**config.mk**
```make
export PLATFORM = sky130hd
export DESIGN_NAME = comp_pulse_seq
export DESIGN_NICKNAME = d
export VERILOG_FILES = /design/src/rtl/comp_pulse_seq.sv
export SDC_FILE = /design/constraint.sdc
export NUM_CORES = 1
export LEC_CHECK = 0
export ABC_AREA = 1
export ABC_CLOCK_PERIOD_IN_PS = 3800
export CELL_PAD_IN_SITES_DETAIL_PLACEMENT = 1
export CELL_PAD_IN_SITES_GLOBAL_PLACEMENT = 1
export CORE_ASPECT_RATIO = 1.2
export CORE_MARGIN = 1.5
export CORE_UTILIZATION = 45
export DETAILED_ROUTE_END_ITERATION = 7
export DONT_BUFFER_PORTS = 1
export GPL_ROUTABILITY_DRIVEN = 1
export PLACE_DENSITY = 0.75
export RECOVER_POWER = 100
export SLEW_MARGIN = 0
export SYNTH_ARGS = -nofsm -noshare
export SYNTH_HDL_FRONTEND = slang
export SYNTH_SLANG_ARGS = --single-unit
```
**constraint.sdc**
```tcl
create_clock -name clk -period 3.8 [get_ports clk]
set_input_delay 0.38 -clock clk [delete_from_list [all_inputs] [get_ports clk]]
set_output_delay 0.38 -clock clk [all_outputs]
set_load 0.03 [all_outputs]
```
**src/rtl/comp_pulse_seq.sv**
```systemverilog
// Timing-pulse sequencer for a latch-based ones-complementer: registers the operand,
// then issues one-hot pulses (clear, then set bit 0..N_BITS-1), each HOLD cycles wide.
module comp_pulse_seq #(
    parameter int N_BITS = 8,
    parameter int PULSES = 9,
    parameter int HOLD   = 1
) (
    input  logic              clk,
    input  logic              rst_n,
    input  logic              start,
    input  logic              abort,
    input  logic [N_BITS-1:0] b_in,
    output logic [N_BITS-1:0] b_out,
    output logic [PULSES-1:0] T,
    output logic              busy,
    output logic              done
);

    localparam int HOLD_W = (HOLD > 1) ? $clog2(HOLD) : 1;
    localparam int IDX_W  = (PULSES > 1) ? $clog2(PULSES) : 1;
    localparam logic [HOLD_W-1:0] HOLD_LAST = HOLD_W'(HOLD - 1);
    localparam logic [IDX_W-1:0]  IDX_LAST  = IDX_W'(N_BITS);

    typedef enum logic [1:0] {
        IDLE = 2'd0,
        CLR  = 2'd1,
        SET  = 2'd2,
        DONE = 2'd3
    } state_t;

    state_t              state, state_nxt;
    logic [HOLD_W-1:0]   hold_cnt, hold_nxt;
    logic [IDX_W-1:0]    idx, idx_nxt;
    logic [PULSES-1:0]   t_nxt;
    logic                busy_nxt;
    logic                done_nxt;
    logic [N_BITS-1:0]   b_out_nxt;

    // Reset also clears the pulse register, so T drops without waiting for a clock.
    always_ff @(posedge clk or negedge rst_n) begin
        if (!rst_n) begin
            state    <= IDLE;
            hold_cnt <= '0;
            idx      <= '0;
            T        <= '0;
            busy     <= 1'b0;
            done     <= 1'b0;
            b_out    <= '0;
        end else begin
            state    <= state_nxt;
            hold_cnt <= hold_nxt;
            idx      <= idx_nxt;
            T        <= t_nxt;
            busy     <= busy_nxt;
            done     <= done_nxt;
            b_out    <= b_out_nxt;
        end
    end

    // Next values of every registered output are computed here so outputs stay glitch-free.
    always_comb begin
        state_nxt = state;
        hold_nxt  = hold_cnt;
        idx_nxt   = idx;
        t_nxt     = T;
        busy_nxt  = busy;
        done_nxt  = 1'b0;
        b_out_nxt = b_out;

        case (state)
            IDLE: begin
                t_nxt    = '0;
                busy_nxt = 1'b0;
                hold_nxt = '0;
                idx_nxt  = '0;
                if (start && !abort) begin
                    state_nxt = CLR;
                    t_nxt     = PULSES'(1);
                    busy_nxt  = 1'b1;
                    b_out_nxt = b_in;
                end
            end

            CLR, SET: begin
                if (abort) begin
                    state_nxt = IDLE;
                    t_nxt     = '0;
                    busy_nxt  = 1'b0;
                    hold_nxt  = '0;
                    idx_nxt   = '0;
                end else if (hold_cnt != HOLD_LAST) begin
                    hold_nxt = hold_cnt + 1'b1;
                end else begin
                    hold_nxt = '0;
                    if (state == SET && idx == IDX_LAST) begin
                        state_nxt = DONE;
                        t_nxt     = '0;
                        done_nxt  = 1'b1;
                    end else begin
                        // Pulses are adjacent: shifting hands off to the next bit in one edge.
                        state_nxt = SET;
                        idx_nxt   = idx + 1'b1;
                        t_nxt     = T << 1;
                    end
                end
            end

            DONE: begin
                state_nxt = IDLE;
                t_nxt     = '0;
                busy_nxt  = 1'b0;
                hold_nxt  = '0;
                idx_nxt   = '0;
            end

            default: begin
                state_nxt = IDLE;
                t_nxt     = '0;
                busy_nxt  = 1'b0;
                hold_nxt  = '0;
                idx_nxt   = '0;
            end
        endcase
    end

endmodule

```
==> metrics.txt <==
status=finished, final reports clean; Die H=57.8 um; Boundary Pins=31; Max H-tree Level=1; first-pass GRT wire length=3690 um; gpl congestion=0.719; largest area contributor in the netlist=dfrtp_1; total congestion overflow=0; Post-Layout Cell Count=149; Fmax=575 MHz; Design Area, Final=0.00112 mm2; DPL Wire Length=1650 um; Worst Path Required=4.05 ns; DRT Pass-1 Iters=2; via count=762; worst reg2reg setup slack=2.06 ns; Critical Path Start Type=flip-flop; PostCTS Resize Cnt=0; Setup Viol. Count Final=0; CP Capture Type=flip-flop; Cell Area, Synth=0.00113 mm2; row count=19; die area=0.00281 mm2; register area share after synthesis=55.6%; Least-Margin Pin Slew=1.10 ns; Max Slew Vio Count=0; met2 GRT Util=32.1%; TritonCTS buffer count=3; hold path endpoint=b_out[5]; syn avg cell area=9.88 um2; post-layout min period=1.74 ns; DR DRC count=0; Worst Reg-to-Reg Cells=6; Starting Density=48.3%; unique cell type count in the Yosys netlist=18; MaxCap Viol Count=0; Area contributors post-synth=dfrtp_1, nand2_1, o21ai_2; Sw Share=44.8%; synth warn=0; Worst-path clk slew=0.13 ns; RSZ-0062 raised after global routing=no; area grow syn2layout=-0.889%; clk root buf=clkbuf_4; ANT cells=0; filler cell count=287; Post-CTS Setup Inserts=0; Die X=48.7 um; Min-Delay Startpoint=b_in[5]; Yosys reg bits=25; nets=136; vias in the first global route=865; Wirelength per Cell=14.3 um; LEAKAGE=0.583 nW; VDD IR max=344 uV; Hold-fix buffers, CTS=1; RR Startpoint=state[0]; CP max FO=7; initial antenna violation count=0; clock tree buffer depth=2; largest net degree at the start of global routing=26; final wirelength=2130 um; Mapped Cells=114; clock share of power=14.9%; Mapped Nets=131; synth cell count leaders=dfrtp_1, nand2_1, inv_1; number of flops mapped to enable cells by yosys=0; Logic pwr share=24.4%; Clock Skews=0.00329 ns; Int Pwr=0.440 mW; Main synth FF type=dfrtp_1; Setup TNS Final=0 ns; Data arrival, critical path=1.99 ns; TritonCTS clock tree=yes; DP Area=0.00114 mm2; Clock Sinks=25; Routed Antenna Nets=0; met3 usage=3.87%; Sequential Power Share=60.7%; reg2reg end=idx[0]; hold path cells=2; met1 GRT Util=17.4%; fin crit share=45.8%; Vias/cell=5.11; worst skew pair latency=0.32 ns; layout cells sized above 1=8.47%; core area=0.00233 mm2; Hold Crit Class=input pin to flip-flop; Post-synth ARST share=100%; Max-slew headroom=26.5%; Final Hold Viols=0; Port Buf Inserts=0; Layout Utilization=47.9%; GR peak layer=met2; net load switching power=0.356 mW; Initial DRC Count=5; Hold WS=0.181 ns; GRT Util Overall=17.2%; share of the synthesized area in the top cell type=55.6%; dpl cells=144; critical path type=flip-flop to flip-flop; Power per Cell Area=713 mW/mm2
-- cell type report --
| type | instances | area (um2) | area share [%] |
|---|---|---|---|
| flip-flops and latches | 25 | 626 | 56.1 |
| repair buffers | 1 | 10.0 | 0.897 |
| clock buffers | 4 | 26.3 | 2.35 |
| multi-input cells | 69 | 344 | 30.8 |
| well taps | 31 | 38.8 | 3.48 |
| inverters | 19 | 71.3 | 6.39 |
-- cell families after synthesis --
group,count (synthesis),share of synthesized area [%]
DFF,25,55.6
adders and majority gates,5,5.56
buffers and inverters,20,8.11
AOI/OAI and AO/OA,15,9.67
and+or+nand+nor,49,21.1
-- power groups by stage --
stage / registers, mW / logic, mW / clock network, mW
floorplan: 0.474 / 0.203 / 0
global placement: 0.487 / 0.227 / 0
detailed placement: 0.488 / 0.244 / 0
CTS: 0.484 / 0.251 / 0.124
global route: 0.493 / 0.229 / 0.130
finish: 0.483 / 0.194 / 0.119
-- cell usage in the layout, fill, tap and decap left out, drive strengths merged --
master / instances
a21oi: 3
clkbuf: 4
dfrtp: 25
dlygate4sd3: 1
ha: 5
inv: 19
nand2: 30
nand3: 3
nor2: 14
nor3: 2
o21ai: 12
-- per-layer routing --
metal | part of all wire (%) | up-vias | routed length [um]
li1 | - | 354 | -
met1 | 38 | 373 | 817
met2 | 54 | 28 | 1140
met3 | 5.0 | 7 | 106
met4 | 2.9 | 0 | 62
met5 | 0 | - | 0
-- worst max-delay path, stage by stage (launching register included) --
cell	delay [ns]
dfrtp_1	0.37
inv_1	0.08
ha_1	0.29
inv_1	0.07
nor2_1	0.36
nand3_1	0.26
o21ai_0	0.23
-- worst max-delay path by stage --
stage	slack [ns]	cells past startpoint	start	endpoint
after detailed placement	2.41	7	state[1]	idx[0]
after global routing	1.83	7	state[1]	idx[1]
after floorplan	2.56	7	state[0]	idx[0]
after global placement	2.49	6	state[0]	state[0]
final	2.06	6	state[0]	idx[0]
after CTS	2.36	6	state[0]	T[3]
-- flip-flops by register name, summed over array words and instances (netlist names) --
signal / flops
state: 2
b_out: 8
idx: 4
T: 9
done: 1
busy: 1
-- per-stage QoR --
step / power [mW] / worst slack (ns)
6_report: 0.796 / 2.06
5_1_grt: 0.852 / 1.83
4_1_cts: 0.859 / 2.36
3_5_place_dp: 0.732 / 2.41
3_3_place_gp: 0.714 / 2.49
2_1_floorplan: 0.677 / 2.56
(Power assumes the default switching activity.)
